==> config.mk <==
export PLATFORM = sky130hd
export DESIGN_NAME = seq_detect_sched_flat
export DESIGN_NICKNAME = d
export VERILOG_FILES = /design/src/rtl/seq_detect_sched_if.sv /design/src/rtl/seq_detect_sched.sv /design/src/flat_wrapper.sv
export SDC_FILE = /design/constraint.sdc
export NUM_CORES = 1
export LEC_CHECK = 0
export CAP_MARGIN = 20
export CORE_UTILIZATION = 55
export DETAILED_ROUTE_END_ITERATION = 7
export DONT_BUFFER_PORTS = 1
export PLACE_DENSITY_LB_ADDON = 0.05
export SYNTH_ARGS = -nofsm -noshare
export SYNTH_HDL_FRONTEND = slang
export SYNTH_HIERARCHICAL = 1
export SYNTH_SLANG_ARGS = --single-unit
==> constraint.sdc <==
create_clock -name clk -period 3.91 [get_ports clk]
set_clock_uncertainty 0.1 [all_clocks]
set_input_delay 0.391 -clock clk [delete_from_list [all_inputs] [get_ports clk]]
set_output_delay 0.391 -clock clk [all_outputs]
set_load 0.02 [all_outputs]
==> src/rtl/seq_detect_sched_if.sv <==
// Bundle of requester, detector and response signals for seq_detect_sched.
// rsp_first exists only when SEQ_SCHED_FIRST_POS_EN is defined.
interface seq_detect_sched_if #(
    parameter int N  = 4,
    parameter int W  = 8,
    parameter int CW = 4
);
    localparam int IDW = $clog2(N);
    localparam int FPW = $clog2(W + 1);

    logic [N-1:0]   req;
    logic [N*W-1:0] req_data;
    logic [N-1:0]   gnt;
    logic           det_inp_bit;
    logic           det_reset;
    logic           det_seq_seen;
    logic           rsp_valid;
    logic           rsp_ready;
    logic [IDW-1:0] rsp_id;
    logic [CW-1:0]  rsp_count;
    logic           busy;
`ifdef SEQ_SCHED_FIRST_POS_EN
    logic [FPW-1:0] rsp_first;
`endif

    modport slave (
        input  req, req_data, det_seq_seen, rsp_ready,
        output gnt, det_inp_bit, det_reset, rsp_valid, rsp_id, rsp_count, busy
`ifdef SEQ_SCHED_FIRST_POS_EN
        , output rsp_first
`endif
    );

    modport master (
        output req, req_data, det_seq_seen, rsp_ready,
        input  gnt, det_inp_bit, det_reset, rsp_valid, rsp_id, rsp_count, busy
`ifdef SEQ_SCHED_FIRST_POS_EN
        , input rsp_first
`endif
    );
endinterface

==> src/rtl/seq_detect_sched.sv <==
// Round-robin scheduler sharing one external 1011 detector between N requesters.
// Optional SEQ_SCHED_FIRST_POS_EN adds rsp_first (bit index of the first match).

module seq_detect_rr_arb #(
    parameter int N   = 4,
    parameter int IDW = 2
) (
    input  logic [N-1:0]   req_i,
    input  logic [IDW-1:0] ptr_i,
    output logic           vld_o,
    output logic [IDW-1:0] idx_o
);
    logic           hi_found, lo_found;
    logic [IDW-1:0] hi_idx, lo_idx;

    // Downward scan leaves the lowest index above ptr (hi) and the lowest at/below it (lo).
    always_comb begin
        hi_found = 1'b0;
        lo_found = 1'b0;
        hi_idx   = '0;
        lo_idx   = '0;
        for (int i = N - 1; i >= 0; i--) begin
            if (req_i[i]) begin
                if (IDW'(i) > ptr_i) begin
                    hi_found = 1'b1;
                    hi_idx   = IDW'(i);
                end else begin
                    lo_found = 1'b1;
                    lo_idx   = IDW'(i);
                end
            end
        end
        vld_o = hi_found | lo_found;
        idx_o = hi_found ? hi_idx : lo_idx;
    end
endmodule

module seq_detect_sched #(
    parameter int N  = 4,
    parameter int W  = 8,
    parameter int CW = 4
) (
    input  logic              clk,
    input  logic              reset_n,
    seq_detect_sched_if.slave bus
);
    localparam int IDW = $clog2(N);
    localparam int BW  = $clog2(W);
    localparam int FPW = $clog2(W + 1);

    typedef enum logic [1:0] {
        ST_IDLE,
        ST_SHIFT,
        ST_DRAIN,
        ST_RESP
    } state_e;

    state_e         state_q, state_d;
    logic [W-1:0]   word_q, word_d;
    logic [BW-1:0]  bit_q, bit_d;
    logic [IDW-1:0] rr_q, rr_d;
    logic [IDW-1:0] id_q, id_d;
    logic [CW-1:0]  cnt_q, cnt_d;
`ifdef SEQ_SCHED_FIRST_POS_EN
    logic [FPW-1:0] first_q, first_d;
`endif

    logic [N-1:0][W-1:0] words;
    logic                arb_vld;
    logic [IDW-1:0]      arb_idx;
    logic [N-1:0]        gnt;
    logic                det_reset, det_inp_bit, rsp_valid, sampling;

    assign words = bus.req_data;

    seq_detect_rr_arb #(.N(N), .IDW(IDW)) u_arb (
        .req_i (bus.req),
        .ptr_i (rr_q),
        .vld_o (arb_vld),
        .idx_o (arb_idx)
    );

    assign sampling = (state_q == ST_SHIFT) || (state_q == ST_DRAIN);

    always_comb begin
        state_d     = state_q;
        word_d      = word_q;
        bit_d       = bit_q;
        rr_d        = rr_q;
        id_d        = id_q;
        cnt_d       = cnt_q;
`ifdef SEQ_SCHED_FIRST_POS_EN
        first_d     = first_q;
`endif
        gnt         = '0;
        det_reset   = 1'b0;
        det_inp_bit = 1'b0;
        rsp_valid   = 1'b0;

        case (state_q)
            ST_IDLE: begin
                det_reset = 1'b1;
                if (arb_vld) begin
                    gnt[arb_idx] = 1'b1;
                    word_d       = words[arb_idx];
                    rr_d         = arb_idx;
                    id_d         = arb_idx;
                    cnt_d        = '0;
                    bit_d        = '0;
`ifdef SEQ_SCHED_FIRST_POS_EN
                    first_d      = FPW'(W);
`endif
                    state_d      = ST_SHIFT;
                end
            end
            ST_SHIFT: begin
                // MSB-first: the word shifts left and the top bit feeds the detector.
                det_inp_bit = word_q[W-1];
                word_d      = {word_q[W-2:0], 1'b0};
                bit_d       = bit_q + 1'b1;
                if (bit_q == BW'(W - 1)) state_d = ST_DRAIN;
            end
            ST_DRAIN: begin
                state_d = ST_RESP;
            end
            ST_RESP: begin
                det_reset = 1'b1;
                rsp_valid = 1'b1;
                if (bus.rsp_ready) state_d = ST_IDLE;
            end
            default: state_d = ST_IDLE;
        endcase

        // seq_seen lags the input by one cycle, so sample k reports bit k-1.
        if (sampling && bus.det_seq_seen) begin
            if (cnt_q != {CW{1'b1}}) cnt_d = cnt_q + 1'b1;
`ifdef SEQ_SCHED_FIRST_POS_EN
            if (first_q == FPW'(W)) begin
                if (state_q == ST_DRAIN)  first_d = FPW'(W - 1);
                else if (bit_q != '0)     first_d = FPW'(bit_q) - FPW'(1);
            end
`endif
        end
    end

    always_ff @(posedge clk or negedge reset_n) begin
        if (!reset_n) begin
            state_q <= ST_IDLE;
            word_q  <= '0;
            bit_q   <= '0;
            rr_q    <= IDW'(N - 1);
            id_q    <= '0;
            cnt_q   <= '0;
`ifdef SEQ_SCHED_FIRST_POS_EN
            first_q <= FPW'(W);
`endif
        end else begin
            state_q <= state_d;
            word_q  <= word_d;
            bit_q   <= bit_d;
            rr_q    <= rr_d;
            id_q    <= id_d;
            cnt_q   <= cnt_d;
`ifdef SEQ_SCHED_FIRST_POS_EN
            first_q <= first_d;
`endif
        end
    end

    assign bus.gnt         = gnt;
    assign bus.det_inp_bit = det_inp_bit;
    assign bus.det_reset   = det_reset;
    assign bus.rsp_valid   = rsp_valid;
    assign bus.rsp_id      = id_q;
    assign bus.rsp_count   = cnt_q;
    assign bus.busy        = (state_q != ST_IDLE);
`ifdef SEQ_SCHED_FIRST_POS_EN
    assign bus.rsp_first   = first_q;
`endif
endmodule

==> src/flat_wrapper.sv <==
// flat-port wrapper written by rule: the top's interface ports become plain ports
module seq_detect_sched_flat 
#(
    parameter int N  = 4,
    parameter int W  = 8,
    parameter int CW = 4
)
  (clk, reset_n, bus_req, bus_req_data, bus_det_seq_seen, bus_rsp_ready, bus_gnt, bus_det_inp_bit, bus_det_reset, bus_rsp_valid, bus_rsp_id, bus_rsp_count, bus_busy);
  seq_detect_sched_if #(.N(N), .W(W), .CW(CW)) bus_i ();
  input  logic clk;
  input  logic reset_n;
  input wire logic [$bits(bus_i.req)-1:0] bus_req;
  input wire logic [$bits(bus_i.req_data)-1:0] bus_req_data;
  input wire logic [$bits(bus_i.det_seq_seen)-1:0] bus_det_seq_seen;
  input wire logic [$bits(bus_i.rsp_ready)-1:0] bus_rsp_ready;
  output wire logic [$bits(bus_i.gnt)-1:0] bus_gnt;
  output wire logic [$bits(bus_i.det_inp_bit)-1:0] bus_det_inp_bit;
  output wire logic [$bits(bus_i.det_reset)-1:0] bus_det_reset;
  output wire logic [$bits(bus_i.rsp_valid)-1:0] bus_rsp_valid;
  output wire logic [$bits(bus_i.rsp_id)-1:0] bus_rsp_id;
  output wire logic [$bits(bus_i.rsp_count)-1:0] bus_rsp_count;
  output wire logic [$bits(bus_i.busy)-1:0] bus_busy;
  assign bus_i.req = bus_req;
  assign bus_i.req_data = bus_req_data;
  assign bus_i.det_seq_seen = bus_det_seq_seen;
  assign bus_i.rsp_ready = bus_rsp_ready;
  assign bus_gnt = bus_i.gnt;
  assign bus_det_inp_bit = bus_i.det_inp_bit;
  assign bus_det_reset = bus_i.det_reset;
  assign bus_rsp_valid = bus_i.rsp_valid;
  assign bus_rsp_id = bus_i.rsp_id;
  assign bus_rsp_count = bus_i.rsp_count;
  assign bus_busy = bus_i.busy;
  seq_detect_sched #(.N(N), .W(W), .CW(CW)) u_core (.clk(clk), .reset_n(reset_n), .bus(bus_i));
endmodule
==> metrics.md <==
| Metric | Value |
|---|---|
| Io pins | 54 |
| Crit path kind | flop to primary output |
| Hold Violations, Final | 0 |
| Critical-path top delay cell | a21oi_1 |
| Reg area | 528 µm² |
| Placed Area | 1390 µm² |
| WL met3 | 175 µm |
| Fin Setup TNS | 0 ns |
| Core area | 2300 µm² |
| Mapped Cells | 137 |
| Post-CTS setup buffers | 0 |
| Crit path buffers/inverters | 0 |
| Diode count | 0 |
| Cell Pwr Density | 807 nW/µm² |
| Initial DRT Pass Iterations | 4 |
| Startpoint Class | flop |
| Switching share of total power | 46.2% |
| Internal cell power | 0.624 mW |
| Top post-synthesis cells by area | dfrtp_1 34%, mux4_2 8.1%, ha_1 7.2%, mux4_1 5.7%, nand2_1 4.6% |
| Post-CTS Hold Buffers | 1 |
| WP data arrival | 2.41 ns |
| Worst path top cell family by delay | compound AO/OA/AOI/OAI gates |
| Post-Synth Adder-Cell Area | 7.19% |
| Largest net degree at the start of global routing | 22 |
| Leading area contributor after synthesis | dfrtp_1 |
| Status | complete, no violations |
| Gates resized, CTS repair | 0 |
| Sequential Power Share | 37.3% |
| Distinct cell type count after synthesis | 32 |
| Clock buffer depth | 2 |
| Metal2 WL | 1500 µm |
| Leak Pwr | 0.665 nW |
| First-pass GRT wire length | 4600 µm |
| Post-synthesis xor/xnor area fraction | 0% |
| Die ar. | 2730 µm² |
| DR vias | 1000 |
| PortBufs | 0 |
| Util after Layout | 62.6% |
| Vias in the first global route | 1035 |
| Synth top area share | 34.2% |
| WP data required | 3.42 ns |
| EDFF count, synth | 0 |
| Synth top cells by count | 19 x dfrtp_1, 17 x nand2_1, 15 x inv_1 |
| Clock share of power | 9.1% |
| Area growth, synth to finish | 3.33% |
| Peak VDD IR | 0.000492 V |
| Combinational Power Share | 53.6% |
| Largest stage delay, worst path | 0.77 ns |
| Mapped cell area | 1390 µm² |
| MaxCap Viol Count | 0 |
| Die height | 52.3 µm |
| Crit. End Element | primary output |
| CTS sink cnt | 21 |
| F_max | 345 MHz |
| Count of pins over their slew limit | 0 |
| Multi-input logic area | 766 µm² |
| RSZ-0062 raised after global routing | false |
| GP Congestion | 0.769 |
| Main combinational cell family by area after synthesis | multiplexers |
| Overall Power | 1.16 mW |
| CTS tree | done |
| Yosys reg bits | 21 |
| Mean Syn Cell Area | 10.2 µm² |
| Post-synthesis simple-gate area fraction | 15.1% |
| Clock-pin slew on the worst setup and hold paths | 0.13 ns |
| GRT Residual Overflow | 0 |
| Count leader, synth | dfrtp_1 |
| DR WL/cell | 17.9 µm |
| Initial Util | 60.6% |
| Crit-path cells | a31oi_1, a21oi_1, nor3b_1 |
| Mean number of vias per cell | 6.10 |
| Slew headroom | 34.0% |
| Ys flop type | dfrtp_1 |
| Post-synthesis sequential area ratio | 37.9% |
| Routed Wire Length | 2940 µm |
| Worst-margin pin slew | 0.990 ns |
| Num CTS Buffers | 3 |
| Mux cell area share after synthesis | 18.9% |
| Min Clock Period, post-route | 2.90 ns |
| Iter 0 DRT Violations | 22 |
| DP Wirelength | 2240 µm |
| Fillers | 203 |
| Skew-Pair Late Insertion Delay | 0.30 ns |
| ANT nets after route | 0 |
| Final instance area | 1440 µm² |
| Hold Crit Class | input port to flop |
| Initial antenna violation count | 0 |
| Layout cells sized above 1 | 12.5% |
| Asr flop ratio synth | 100% |
| Synthesized net count | 185 |
| H-tree Lvls | 1 |
| Setup violators final | 0 |
| Critical-path maximum fanout | 13 |
| Residual DRC | 0 |
| Yosys warnings | 6 |
| Tcrit/Tclk final | 74.2% |
| WL met1 | 1240 µm |
| Root buffer cell | clkbuf_4 |
| Chip width | 52.3 µm |
| Synth Area in Compound Gates | 13.8% |
| GRT Util Overall | 22.9% |
| Top Layer Used | met4 |
| Final net count | 185 |
| Psw | 0.536 mW |
| FP Rows | 17 |
==> layer usage <==
metal	global-route usage [%]	vias up
li1	-	490
met1	28.5	476
met2	39.2	32
met3	6.67	2
met4	4.82	0
met5	0	-
==> path summary, 6_finish.rpt <==
check                                            from                                end  slack, ns  cells after the start
max in group asynchronous                     reset_n  u_core/bus.rsp_count[2]$_DFF_PN0_       2.83                      2
min reg2reg                u_core/rr_q[0]$_DFFE_PN1P_         u_core/rr_q[0]$_DFFE_PN1P_       0.40                      2
max                        u_core/rr_q[1]$_DFFE_PN1P_                         bus_gnt[2]       1.01                      3
max reg2reg                u_core/rr_q[1]$_DFFE_PN1P_       u_core/word_q[5]$_DFFE_PN0P_       1.37                      5
min                                  bus_det_seq_seen  u_core/bus.rsp_count[2]$_DFF_PN0_       0.13                      2
min in group asynchronous                     reset_n       u_core/word_q[4]$_DFFE_PN0P_       0.40                      1
==> placed cells by master (no fill, tap or decap), types with 3 or more instances in the layout <==
cell type	synthesis	routed
a211oi_1	6	6
a21oi_1	10	10
and2_1	4	4
clkbuf_4	0	3
dfrtp_1	19	19
ha_1	8	8
inv_1	15	15
mux2i_1	6	6
mux4_1	3	3
mux4_2	5	5
nand2_1	17	17
nor2_1	6	6
nor3_1	7	7
==> worst reg2reg max path, stage by stage, from the launching register on <==
cell,delay [ns]
dfstp_2,0.61
a31oi_1,0.10
a21oi_1,0.77
mux4_2,0.40
and3_1,0.19
a221o_1,0.26
==> through the flow <==
stage	worst slack, ns	hold slack [ns]	cells
floorplan	1.76	-0.00459	137
global placement	1.44	-0.00416	158
detailed placement	1.36	-0.00418	158
CTS	1.02	0.120	163
global route	0.883	0.108	164
finish	1.01	0.128	164
==> sequential cells by signal, summed over array words and instances, names as in the netlist <==
name                  cells
u_core/bit_q              3
u_core/rr_q               2
u_core/bus.rsp_count      4
u_core/bus.rsp_id         2
u_core/word_q             8
u_core/state_q            2
==> final cells by class <==
cell class,instances,area share (%)
Multi-Input combinational cell,94,53.3
Sequential cell,21,36.7
Inverter,15,3.92
Tap cell,28,2.44
Timing Repair Buffer,2,1.74
Clock buffer,3,1.57
Clock inverter,1,0.348
==> cell families (layout without fill, tap and decap cells) <==
| group | Yosys count | after routing |
|---|---|---|
| AOI/OAI and AO/OA | 27 | 27 |
| adders and majority gates | 8 | 8 |
| buffers and inverters | 22 | 21 |
| DFF | 21 | 21 |
| muxes | 15 | 15 |
| and+or+nand+nor | 44 | 44 |
==> power by group through the flow <==
stage	logic, mW	clock network (mW)	registers [mW]
after floorplan	0.546	0	0.417
after global placement	0.594	0	0.433
after detailed placement	0.617	0	0.438
after CTS	0.621	0.110	0.434
after global routing	0.695	0.117	0.448
final	0.622	0.105	0.433
Power figures use the tool's default switching activity.
